==> src/rtl/counter_k.sv <==
// counter_k -- saturating unsigned up/down counter.
//
// Counts push requests up and pop requests down. The count stops at
// 0 and at 2^WIDTH-1 instead of wrapping. A simultaneous push and pop
// cancel out, so the count holds.
//
// Ports:
//   clk   in   single clock; all state changes on its rising edge
//   rst   in   synchronous active-high reset, clears count to 0;
//              takes priority over push and pop
//   push  in   increment request (level, acts every cycle it is high)
//   pop   in   decrement request (level, acts every cycle it is high)
//   count out  [WIDTH-1:0] current value, straight from the register
//   full  out  high when count == 2^WIDTH-1 (decoded from the register)
//   empty out  high when count == 0 (decoded from the register)
module counter_k #(
    parameter int WIDTH = 2
) (
    input  logic             clk,
    input  logic             rst,
    input  logic             push,
    input  logic             pop,
    output logic [WIDTH-1:0] count,
    output logic             full,
    output logic             empty
);

    localparam logic [WIDTH-1:0] CNT_MAX = '1;
    localparam logic [WIDTH-1:0] CNT_ONE = WIDTH'(1);

    logic [WIDTH-1:0] count_q;
    logic [WIDTH-1:0] count_d;
    logic             at_max;
    logic             at_zero;

    // Flags look only at the register, so they never glitch with the inputs.
    assign at_max  = (count_q == CNT_MAX);
    assign at_zero = (count_q == '0);

    always_comb begin
        count_d = count_q;
        case ({push, pop})
            2'b10: begin
                if (!at_max) begin
                    count_d = count_q + CNT_ONE;
                end
            end
            2'b01: begin
                if (!at_zero) begin
                    count_d = count_q - CNT_ONE;
                end
            end
            // 2'b11 cancels, 2'b00 idles: both hold.
            default: begin
                count_d = count_q;
            end
        endcase
    end

    always_ff @(posedge clk) begin
        if (rst) begin
            count_q <= '0;
        end else begin
            count_q <= count_d;
        end
    end

    assign count = count_q;
    assign full  = at_max;
    assign empty = at_zero;

endmodule

==> config.mk <==
export PLATFORM = sky130hd
export DESIGN_NAME = counter_k
export DESIGN_NICKNAME = d
export VERILOG_FILES = /design/src/rtl/counter_k.sv
export SDC_FILE = /design/constraint.sdc
export NUM_CORES = 1
export LEC_CHECK = 0
export CORE_AREA = 5 5 42 44
export CTS_CLUSTER_SIZE = 40
export DETAILED_ROUTE_END_ITERATION = 8
export DIE_AREA = 0 0 47 49
export GPL_TIMING_DRIVEN = 0
export PLACE_DENSITY = 0.42
export SLEW_MARGIN = 10
export SYNTH_ARGS = -nofsm -noshare
export SYNTH_HDL_FRONTEND = slang
export SYNTH_SLANG_ARGS = --single-unit
==> constraint.sdc <==
create_clock -name clk -period 0.8 [get_ports clk]
set_clock_uncertainty 0.1 [all_clocks]
set_input_delay 0.16 -clock clk [delete_from_list [all_inputs] [get_ports clk]]
set_output_delay 0.16 -clock clk [all_outputs]
set_load 0.1 [all_outputs]
## Word-level counts from Yosys, hierarchy flattened

Cells that the tools add are included.

- Output and inout port bits: 4
- Bits in registers: 2
- Bits of input ports: 4

- Reduce and logical (&&, ||, !) cells: 3
- Mux-type cells: 3
- $add $sub $neg: 2
- Equality and inequality tests: 5

Operators by type and width:

| kind | count |
|---|---|
| 2-bit equality test, second input constant | 2 |
| 2-bit two-way mux | 2 |
| 2-bit inequality test, second input constant | 2 |
| 2-bit one-hot mux with 2 select lines | 1 |
| 3-bit AND reduction | 1 |
| 2-bit by 1-bit adder with 2-bit output, second input constant | 1 |
| 2-bit by 1-bit equality test with 1-bit output, second input constant | 1 |
| 2-bit logical NOT | 1 |
| 2-bit nonzero test | 1 |
| 2-bit by 1-bit subtractor with 2-bit output, second input constant | 1 |

## Longest topological paths before layout

Gate-level depths: netlist of the first run.

- Word-level depth: 3
- Gate-level depth with buffers: 3

## Worst setup path after synthesis of the first run

OpenSTA, ideal clock, no wires.

- Path type: reg-to-output
- Start: reg count_q[1], in the netlist count[1]
- End: out empty
- Required time: 540 ps
- Setup slack: -1,565 ps
- Stages on the path, launching flop included: 2
- Data arrival time: 2,105 ps
- Cells stage by stage: dfxtp_1 > nor2_1

- Cells in the longest elaborated chain, start to end: 1

Ends and longest elaborated chain:

| what | line | text |
|---|---|---|
| start: declaration | 31 | `logic [WIDTH-1:0] count_q;` |
| start signal: assignment | 64 | `count_q <= count_d;` |
| 2-bit logical NOT | 38 | `assign at_zero = (count_q == '0);` |
| end: declaration | 25 | `output logic empty` |

Every way passes these cells.

## Worst setup path in the final report of the first run

- Start: reg count_q[1], in the netlist count[1]
- End: out full

- Cells in the longest elaborated chain, start to end: 1

Ends and longest elaborated chain:

| what | line | text |
|---|---|---|
| 2-bit equality test | 37 | `assign at_max = (count_q == CNT_MAX);` |
| end: declaration | 24 | `output logic full,` |

Every way passes these cells.

==> impl_results.md, run 1 <==
- Number of clock sinks seen by CTS: 2
- Largest delay share family, worst path: flip-flops
- Slack of the worst reg-to-reg path: -0.21 ns
- Fin worst setup slack: -0.361 ns
- Uppermost layer routed: met3
- Leakage: 0.134 nW
- Beginning of the worst hold path: pop
- H-tree depth: 1
- Share of the cycle needed by the critical path after routing: 1.45
- Share of the yosys chip area belonging to registers: 0.330
- Flip-flop count of the largest register after layout: 2
- Clock buffer count from CTS: 3
- Initial antenna violation count: 0
- Category of the most critical setup path: reg -> out
- Cells along the critical path: and2_4 > buf_12
- Achievable clock frequency: 862 MHz
- Initial core utilization: 0.0866
- Final RePlAce weighted congestion: 0.610
- GR Overflow Total: 0
- Warning count from the yosys run: 0
- Area added between synthesis and finish: 168%
- Count of hold-fix buffers inserted at cts: 0
- Highest-delay cell along the critical path: sky130_fd_sc_hd__dfxtp_4
- Row cnt: 14
- R2r worst-path depth: 3
- PD cells: 1670 nW/µm²
- Peak supply drop: 0.602 mV
- Standard cell area after detailed placement: 229 µm²
- Pin slew with the least headroom to its limit: 0.192 ns
- Required time worst endpoint: 0.54 ns
- Antenna Nets Post-Route: 0
- Type of element launching the critical path: flip-flop
- Number of library cell types mapped by synthesis: 12
- DRC Markers: 0
- Maximum root-to-sink buffer count: 2
- Post-synthesis average cell area: 8.67 µm²
- Crit path largest cell delay: 0.36 ns
- Violations in the final reports: negative setup slack
- Worst reg2reg endpoint: count[0]
- Tightest Hold Check Type: in -> reg
- TritonCTS clock tree: yes
- Number of inserted diodes: 0
- Mapped Nets: 18
- Number of standard cells after synthesis: 14
- Destination of the worst hold path: count[0]
- Routed met3 length: 43 µm
- Setup repair after global routing missed its margin: true
- Outcome: finished, violations left
- Max Fanout on Critical Path: 4
- Die ar.: 2300 µm²
- Number of synthesized register bits: 2
- Total routed wire length on the met1 layer: 108 µm
- Global-route usage over all layers: 0.0394
- CTS Root Cell: sky130_fd_sc_hd__clkbuf_4
- Vias in the first global route: 158
- Dominant cell type by area after synthesis: sky130_fd_sc_hd__dfxtp_1
- Post-Route Hold Slack: 0.300 ns
- Arrival time at the worst endpoint: 0.90 ns
- Hold path cells: 3
- Detailed router's first-iteration violation count: 1
- Number of top-level design ports: 8
- Buffers plus inverters on the worst setup path: 1
- Via count: 156
- Worst setup EP type: primary output
- Slew HR: 0.872
- Slew Viols, Final: 0
- Die Wd: 47 µm
- Top post-synthesis cells by area: sky130_fd_sc_hd__dfxtp_1 33%, sky130_fd_sc_hd__a221oi_2 12%, sky130_fd_sc_hd__o21ai_2 7.2%, sky130_fd_sc_hd__or2b_2 7.2%, sky130_fd_sc_hd__and2b_1 6.2%
- First-pass GRT wire length: 552 µm
- Skew-Pair Late Insertion Delay: 0.23 ns
- Final WL: 346 µm
- Clock slew at reported path FFs: 0.03 ns
- Count of input and output buffers: 7
- Final routed wire length divided by cell count: 7.86 µm
- Chip Height: 49 µm
- Final Instance Count excl. Fillers: 44
- First-pass iteration count of the detailed router: 2
- Synth Cell Area: 121 µm²
- Final design area excluding fillers: 325 µm²
- Routed met2 length: 194 µm
- Final Hold Viols: 0
- Mean number of vias per cell: 3.55
- Final number of setup-violating endpoints: 6
- Floorplan core area: 1400 µm²
- Placed Cells incl. Taps: 37
- Beginning of the worst register-to-register path: count[1]
- Max cap viols: 0
- Maximum number of pins on one net before global-route repair: 5
- Share of cells above drive strength 1: 0.679
- Share of the synthesized area in the top cell type: 0.330
- Number of nets in the layout: 34
- Post-layout min period: 1.16 ns
Yosys cell counts (all sizes together):
| master | count |
|---|---|
| o21ai | 2 |
| a221oi | 1 |
| or2b | 1 |
| nand2 | 1 |
| nand2b | 1 |
| nor2 | 2 |
| a21oi | 1 |
| and2 | 1 |
| and2b | 1 |
| dfxtp | 2 |
| nand3b | 1 |
worst max path at each step:
stage	start	endpoint	slack [ns]	cells after the start
2_1_floorplan	count[0]	empty	-0.44	1
3_3_place_gp	count[1]	full	-1.09	2
3_5_place_dp	count[1]	full	-1.10	2
4_1_cts	count[1]	full	-0.38	2
5_1_grt	count[0]	full	-0.39	2
6_report	count[1]	full	-0.36	2
tightest hold or removal path: stages:
cell	delay (ns)
sky130_fd_sc_hd__dlygate4sd2_1	0.25
sky130_fd_sc_hd__nand3b_1	0.10
sky130_fd_sc_hd__a221oi_2	0.06
cell usage in the layout, fill, tap and decap left out:
| cell | count |
|---|---|
| sky130_fd_sc_hd__buf_4 | 4 |
| sky130_fd_sc_hd__clkbuf_4 | 3 |
| sky130_fd_sc_hd__a21oi_1 | 1 |
| sky130_fd_sc_hd__clkdlybuf4s50_1 | 1 |
| sky130_fd_sc_hd__and2_4 | 1 |
| sky130_fd_sc_hd__nand3b_1 | 1 |
| sky130_fd_sc_hd__nand2b_1 | 1 |
| sky130_fd_sc_hd__nor2_1 | 1 |
| sky130_fd_sc_hd__o21ai_2 | 2 |
| sky130_fd_sc_hd__dlygate4sd2_1 | 2 |
| sky130_fd_sc_hd__dfxtp_4 | 2 |
| sky130_fd_sc_hd__buf_12 | 4 |
| sky130_fd_sc_hd__and2b_1 | 1 |
| sky130_fd_sc_hd__or2b_4 | 1 |
| sky130_fd_sc_hd__nand2_1 | 1 |
| sky130_fd_sc_hd__a221oi_2 | 1 |
| sky130_fd_sc_hd__nor2_4 | 1 |
power by group:
part | internal, W | switching [W] | total (W)
combinational | 0.0000861 | 0.000118 | 0.000204
clock | 0.000166 | 0.0000599 | 0.000226
sequential | 0.000104 | 0.00000820 | 0.000112
total | 0.000356 | 0.000186 | 0.000542
cell type report:
type                            count  area, µm²
Tap cell                           16       20.0
Sequential cell                     2       47.5
Multi-Input combinational cell     12       97.6
Clock buffer                        3       22.5
Timing Repair Buffer               11        138
Fill cell                         167       1080
through the flow:
step | total power [W] | TNS [ns] | worst slack (ns) | util
after floorplan | 0.000227 | -1.32 | -0.437 | -
after global placement | 0.000269 | -5.12 | -1.09 | 0.163
after detailed placement | 0.000272 | -5.18 | -1.10 | 0.163
after CTS | 0.000558 | -1.70 | -0.377 | 0.229
after global routing | 0.000572 | -1.81 | -0.388 | 0.232
final | 0.000542 | -1.62 | -0.361 | 0.232
repair_timing:
action                                  4_1_cts  5_1_grt
endpoints found under the setup margin        6        6
gates resized for setup                      40        1
pin swaps                                     2        0
buffers inserted                              4        0
logic make-up (layout without fill, tap and decap cells):
group | count (synthesis) | in the layout | share of synthesized area
compound gates | 4 | 4 | 0.278
buf+inv | 0 | 14 | 0
flops | 2 | 2 | 0.330
simple gates | 8 | 8 | 0.392
routing by layer:
metal,global-route usage,vias to the layer above
met5,0,-
met4,0.0691,0
met3,0.0111,0
met2,0.0543,8
met1,0.0306,70
li1,-,78
(Power assumes the default switching activity.)
==> run 2: changes to the inputs <==
--- a/config.mk
+++ b/config.mk
@@ -10,8 +10,8 @@
 export DETAILED_ROUTE_END_ITERATION = 8
 export DIE_AREA = 0 0 47 49
 export GPL_TIMING_DRIVEN = 0
-export PLACE_DENSITY = 0.42
-export SLEW_MARGIN = 10
+export PLACE_DENSITY_LB_ADDON = 0.1
+export SLEW_MARGIN = 20
 export SYNTH_ARGS = -nofsm -noshare
 export SYNTH_HDL_FRONTEND = slang
 export SYNTH_SLANG_ARGS = --single-unit
==> impl_results.md, run 2 (synthesis gave the netlist of run 1 again) <==
- Flip-flop count of the largest register after layout: 2 (unchanged)
- First-pass iteration count of the detailed router: 1 (-1)
- Comb power frac: 0.372 (-0.005)
- Number of clock sinks seen by CTS: 2 (unchanged)
- Maximum number of pins on one net before global-route repair: 5 (unchanged)
- Slew Viols, Final: 0 (unchanged)
- Setup repair after global routing missed its margin: true
- Floorplan core area: 1400 µm² (unchanged)
- Post-layout min period: 1.16 ns (+0.00373 ns)
- Skew-Pair Late Insertion Delay: 0.23 ns (about the same)
- Number of nets in the layout: 34 (unchanged)
- Final number of setup-violating endpoints: 6 (unchanged)
- Final routed wire length divided by cell count: 8.39 µm (+6.6%)
- Achievable clock frequency: 859 MHz (-0.32%)
- Die Wd: 47 µm (unchanged)
- Largest delay share family, worst path: flip-flops
- Highest-delay cell along the critical path: sky130_fd_sc_hd__dfxtp_4
- Mean number of vias per cell: 3.43 (-3.2%)
- Fraction of the core area covered by cells at the end of the flow: 0.230 (-0.00179)
- Leakage: 0.133 nW (-0.64%)
- Highest-count cells in the layout ignoring fill and taps: 4 x sky130_fd_sc_hd__buf_12, 4 x sky130_fd_sc_hd__buf_4, 3 x sky130_fd_sc_hd__clkbuf_4
- Max Fanout on Critical Path: 4 (unchanged)
- Buffers plus inverters on the worst setup path: 1 (unchanged)
- Clock network power share: 0.421 (+0.005)
- Final design area excluding fillers: 323 µm² (-0.77%)
- Beginning of the worst hold path: pop
- Row cnt: 14 (unchanged)
- Via count: 151 (-3.2%)
- Max cap viols: 0 (unchanged)
- Type of element launching the critical path: flip-flop
- Worst setup EP type: primary output
- Violations in the final reports: negative setup slack
- Slack of the worst reg-to-reg path: -0.21 ns (about the same)
- Destination of the worst hold path: count[0]
- Arrival time at the worst endpoint: 0.90 ns (about the same)
- Required time worst endpoint: 0.54 ns (about the same)
- CTS Root Cell: sky130_fd_sc_hd__clkbuf_4
- Clock slew at reported path FFs: 0.03 ns (about the same)
- Tightest Hold Check Type: in -> reg
- Maximum root-to-sink buffer count: 2 (unchanged)
- Switching Fraction: 0.349 (+0.00556)
- Share of the cycle needed by the critical path after routing: 1.46 (+0.00466)
- GR Overflow Total: 0 (unchanged)
- Cells along the critical path: and2_4 > buf_12
- Initial core utilization: 0.0866 (unchanged)
- Number of inserted diodes: 0 (unchanged)
- Count of input and output buffers: 7 (unchanged)
- Chip Height: 49 µm (unchanged)
- Global-route usage over all layers: 0.0394 (about the same)
- Power Internal: 0.000353 W (-0.69%)
- Antenna Nets Post-Route: 0 (unchanged)
- Initial antenna violation count: 0 (unchanged)
- Crit path largest cell delay: 0.36 ns (about the same)
- Clock buffer count from CTS: 3 (unchanged)
- Pin slew with the least headroom to its limit: 0.188 ns (-0.00383 ns)
- Number of inserted filler cells in the final layout: 162 (-3.0%)
- Final RePlAce weighted congestion: 0.639 (+4.8%)
- Detailed router's first-iteration violation count: 0 (-1)
- HPWL Detailed: 249 µm
- Outcome: finished, violations left
- Vias in the first global route: 124 (-22%)
- Final WL: 369 µm (+6.6%)
- Area added between synthesis and finish: 166%
- TritonCTS clock tree: yes
- Fin worst setup slack: -0.364 ns (-0.00373 ns)
- Category of the most critical setup path: reg -> out
- H-tree depth: 1 (unchanged)
- Power consumption: 0.000543 W (+0.16%)
- First-pass GRT wire length: 517 µm (-6.3%)
- Accumulated negative setup slack: -1.64 ns (-0.0242 ns)
- Worst reg2reg endpoint: count[0]
- Die ar.: 2300 µm² (unchanged)
- R2r worst-path depth: 3 (unchanged)
- Sequential cell fraction of total power: 0.207 (about the same)
- Post-Place Setup Slack: -1.10 ns (+0.000120 ns)
- Peak supply drop: 0.339 mV (-44%)
- Share of cells above drive strength 1: 0.679 (unchanged)
- PD cells: 1680 nW/µm² (+0.94%)
- Sw power: 0.000190 W (+1.8%)
- Slew HR: 0.874 (+0.00255)
- Standard cell area after detailed placement: 229 µm² (unchanged)
- Number of top-level design ports: 8 (unchanged)
- Final Hold Viols: 0 (unchanged)
- Beginning of the worst register-to-register path: count[1]
- DRC Markers: 0 (unchanged)
- Hold path cells: 3 (unchanged)
## run 2: cell counts in the layout (fill, tap and decap cells not counted)
Identical to the previous run, type by type.
## run 2: worst max path at each step
| stage | startpoint | end | slack (ns) | cells past startpoint |
|---|---|---|---|---|
| 2_1_floorplan | count[0] | empty | -0.44 | 1 |
| 3_3_place_gp | count[1] | full | -1.10 | 2 |
| 3_5_place_dp | count[1] | full | -1.10 | 2 |
| 4_1_cts | count[0] | full | -0.37 | 2 |
| 5_1_grt | count[0] | full | -0.40 | 2 |
| 6_report | count[0] | full | -0.36 | 2 |
## run 2: metal layers
metal | GRT usage | vias to the layer above | part of all wire
li1 | - | 77 | -
met1 | 0.0349 | 66 | 0.41
met2 | 0.0362 | 8 | 0.47
met3 | 0.0443 | 0 | 0.11
met4 | 0.0553 | 0 | 0
met5 | 0 | - | 0
## run 2: power by group through the flow
| stage | Clock, W | Sequential (W) | Combinational (W) |
|---|---|---|---|
| final | 0.000228 | 0.000113 | 0.000202 |
| after global placement | 0 | 0.000118 | 0.000153 |
| after global routing | 0.000265 | 0.000113 | 0.000209 |
| after detailed placement | 0 | 0.000118 | 0.000153 |
| after floorplan | 0 | 0.000157 | 0.0000703 |
| after CTS | 0.000244 | 0.000112 | 0.000192 |
## run 2: final cells by class
cell class	instances	area [µm²]	area share
Timing Repair Buffer	11	138	0.426
Multi-Input combinational cell	12	95.1	0.295
Sequential cell	2	47.5	0.147
Clock buffer	3	22.5	0.0698
Tap cell	16	20.0	0.0620
## run 2: stage by stage
| step | hold WS, ns | std cells |
|---|---|---|
| floorplan | 0.117 | 14 |
| global placement | 0.381 | 37 |
| detailed placement | 0.384 | 37 |
| CTS | 0.288 | 43 |
| global route | 0.309 | 44 |
| finish | 0.293 | 44 |
## run 2: tightest hold or removal path: cells and delay by family
| kind | cells | cell delay (ns) |
|---|---|---|
| buffers and inverters | 1 | 0.26 |
| and+or+nand+nor | 1 | 0.10 |
| AOI/OAI and AO/OA | 1 | 0.06 |
## run 2: repair_timing
| item | 4_1_cts | 5_1_grt |
|---|---|---|
| resized for setup | 36 | 4 |
| buffers inserted | 3 | 1 |
| hold buffers | 0 | 0 |
| pin swaps | 3 | 1 |
| hold endpoints to repair | 0 | 0 |
| endpoints found under the setup margin | 6 | 6 |
==> run 3: changes to the inputs <==
--- a/config.mk
+++ b/config.mk
@@ -5,6 +5,8 @@
 export SDC_FILE = /design/constraint.sdc
 export NUM_CORES = 1
 export LEC_CHECK = 0
+export CELL_PAD_IN_SITES_DETAIL_PLACEMENT = 1
+export CELL_PAD_IN_SITES_GLOBAL_PLACEMENT = 2
 export CORE_AREA = 5 5 42 44
 export CTS_CLUSTER_SIZE = 40
 export DETAILED_ROUTE_END_ITERATION = 8
==> impl_results.md, run 3 (synthesis gave the netlist of run 1 again) <==
- Area added between synthesis and finish: 165%
- Die ar.: 2300 µm² (unchanged)
- TritonCTS clock tree: yes
- Die Wd: 47 µm (unchanged)
- Clock slew at reported path FFs: 0.03 ns (about the same)
- Post-Place Setup Slack: -1.11 ns (-0.0113 ns)
- Detailed router's first-iteration violation count: 2 (+2)
- Maximum number of pins on one net before global-route repair: 5 (unchanged)
- Number of clock sinks seen by CTS: 2 (unchanged)
- Required time worst endpoint: 0.54 ns (about the same)
- Final Instance Count excl. Fillers: 44 (unchanged)
- PD cells: 1660 nW/µm² (-1.5%)
- Final WL: 430 µm (+17%)
- Share of the cycle needed by the critical path after routing: 1.45 (-0.00760)
- Highest-delay cell along the critical path: sky130_fd_sc_hd__dfxtp_4
- R2r worst-path depth: 3 (unchanged)
- Max Fanout on Critical Path: 4 (unchanged)
- Number of inserted filler cells in the final layout: 165 (+1.9%)
- Crit path largest cell delay: 0.36 ns (about the same)
- Final design area excluding fillers: 322 µm² (-0.39%)
- Number of top-level design ports: 8 (unchanged)
- Via count: 162 (+7.3%)
- Number of nets in the layout: 34 (unchanged)
- Highest-count cells in the layout ignoring fill and taps: 4 x sky130_fd_sc_hd__buf_12, 4 x sky130_fd_sc_hd__buf_4, 3 x sky130_fd_sc_hd__clkbuf_4
- Worst setup EP type: primary output
- First-pass iteration count of the detailed router: 2 (+1)
- Worst reg2reg endpoint: count[0]
- Flip-flop count of the largest register after layout: 2 (unchanged)
- Maximum root-to-sink buffer count: 2 (unchanged)
- Final number of setup-violating endpoints: 6 (unchanged)
- Hold path cells: 3 (unchanged)
- Achievable clock frequency: 863 MHz (+0.52%)
- Row cnt: 14 (unchanged)
- Count of hold-fix buffers inserted at cts: 0 (unchanged)
- Peak supply drop: 0.266 mV (-22%)
- Outcome: finished, violations left
- Tightest Hold Check Type: in -> reg
- DRC Markers: 0 (unchanged)
- Number of inserted diodes: 0 (unchanged)
- Beginning of the worst register-to-register path: count[1]
- Destination of the worst hold path: count[0]
- Count of input and output buffers: 7 (unchanged)
- First-pass GRT wire length: 662 µm (+28%)
- Mean number of vias per cell: 3.68 (+7.3%)
- Slack of the worst reg-to-reg path: -0.22 ns (about the same)
- GR Overflow Total: 0 (unchanged)
- CTS Root Cell: sky130_fd_sc_hd__clkbuf_4
- Final routed wire length divided by cell count: 9.77 µm (+17%)
- Fin worst setup slack: -0.358 ns (+0.00608 ns)
- Pin slew with the least headroom to its limit: 0.193 ns (+0.00498 ns)
- Final Hold Viols: 0 (unchanged)
- Placed Cells incl. Taps: 37 (unchanged)
- Type of element launching the critical path: flip-flop
- Standard cell area after detailed placement: 229 µm² (unchanged)
- Initial core utilization: 0.0866 (unchanged)
- Antenna Nets Post-Route: 0 (unchanged)
- Beginning of the worst hold path: pop
- Category of the most critical setup path: reg -> out
- Slew Viols, Final: 0 (unchanged)
- Arrival time at the worst endpoint: 0.90 ns (about the same)
- Cells along the critical path: and2_4 > buf_12
- Accumulated negative setup slack: -1.66 ns (-0.0141 ns)
- Vias in the first global route: 188 (+52%)
- Chip Height: 49 µm (unchanged)
- Leakage: 0.133 nW (+0.37%)
- Violations in the final reports: negative setup slack
- Initial antenna violation count: 0 (unchanged)
- Floorplan core area: 1400 µm² (unchanged)
- Clock buffer count from CTS: 3 (unchanged)
- Power consumption: 0.000533 W (-1.8%)
- Post-layout min period: 1.16 ns (-0.00608 ns)
- Setup repair after global routing missed its margin: true
- Max cap viols: 0 (unchanged)
- Final RePlAce weighted congestion: 0.642 (+0.52%)
- H-tree depth: 1 (unchanged)
- Global-route usage over all layers: 0.0442 (+0.00489)
- Slew HR: 0.871 (-0.00332)
- Share of cells above drive strength 1: 0.643 (-0.0357)
- Skew-Pair Late Insertion Delay: 0.22 ns (about the same)
==> run 3: timing repair <==
action                     CTS  global route
resized for setup           40             0
setup buffers                4             0
setup endpoints to repair    6             6
pin swaps                    1             1
==> run 3: final cells by class <==
type | count | area (µm²) | area share
Multi-Input combinational cell | 12 | 93.8 | 0.292
Sequential cell | 2 | 47.5 | 0.148
Tap cell | 16 | 20.0 | 0.0623
Clock buffer | 3 | 22.5 | 0.0700
Timing Repair Buffer | 11 | 138 | 0.428
==> run 3: worst max path at each step <==
stage | to | from
after CTS | full | count[0]
after global routing | full | count[0]
after detailed placement | full | count[1]
final | full | count[0]
after global placement | full | count[1]
after floorplan | empty | count[0]
==> run 3: report_power, final <==
part	leakage (nW)	total (W)	switching, W	internal, W
logic	0.102	0.000204	0.000118	0.0000855
clock network	0.0138	0.000216	0.0000512	0.000165
registers	0.0178	0.000113	0.00000888	0.000104
==> run 3: critical path: cells and delay by family, from the launching register on <==
family,cells,cell delay (ns)
buffers and inverters,1,0.16
flip-flops,1,0.36
AND/OR/NAND/NOR,1,0.15
==> run 3: metal layers <==
layer / track usage / routed length (µm) / vias up
met5: 0 / 0 / -
met3: 0.0148 / 31 / 0
met4: 0.0553 / 0 / 0
met2: 0.0724 / 253 / 7
li1: - / - / 79
met1: 0.0327 / 145 / 76
==> run 3: per-stage QoR <==
step | hold WS [ns] | util
3_5_place_dp | 0.397 | 0.163
4_1_cts | 0.294 | 0.229
6_report | 0.309 | 0.229
3_3_place_gp | 0.384 | 0.163
2_1_floorplan | 0.117 | -
5_1_grt | 0.328 | 0.229
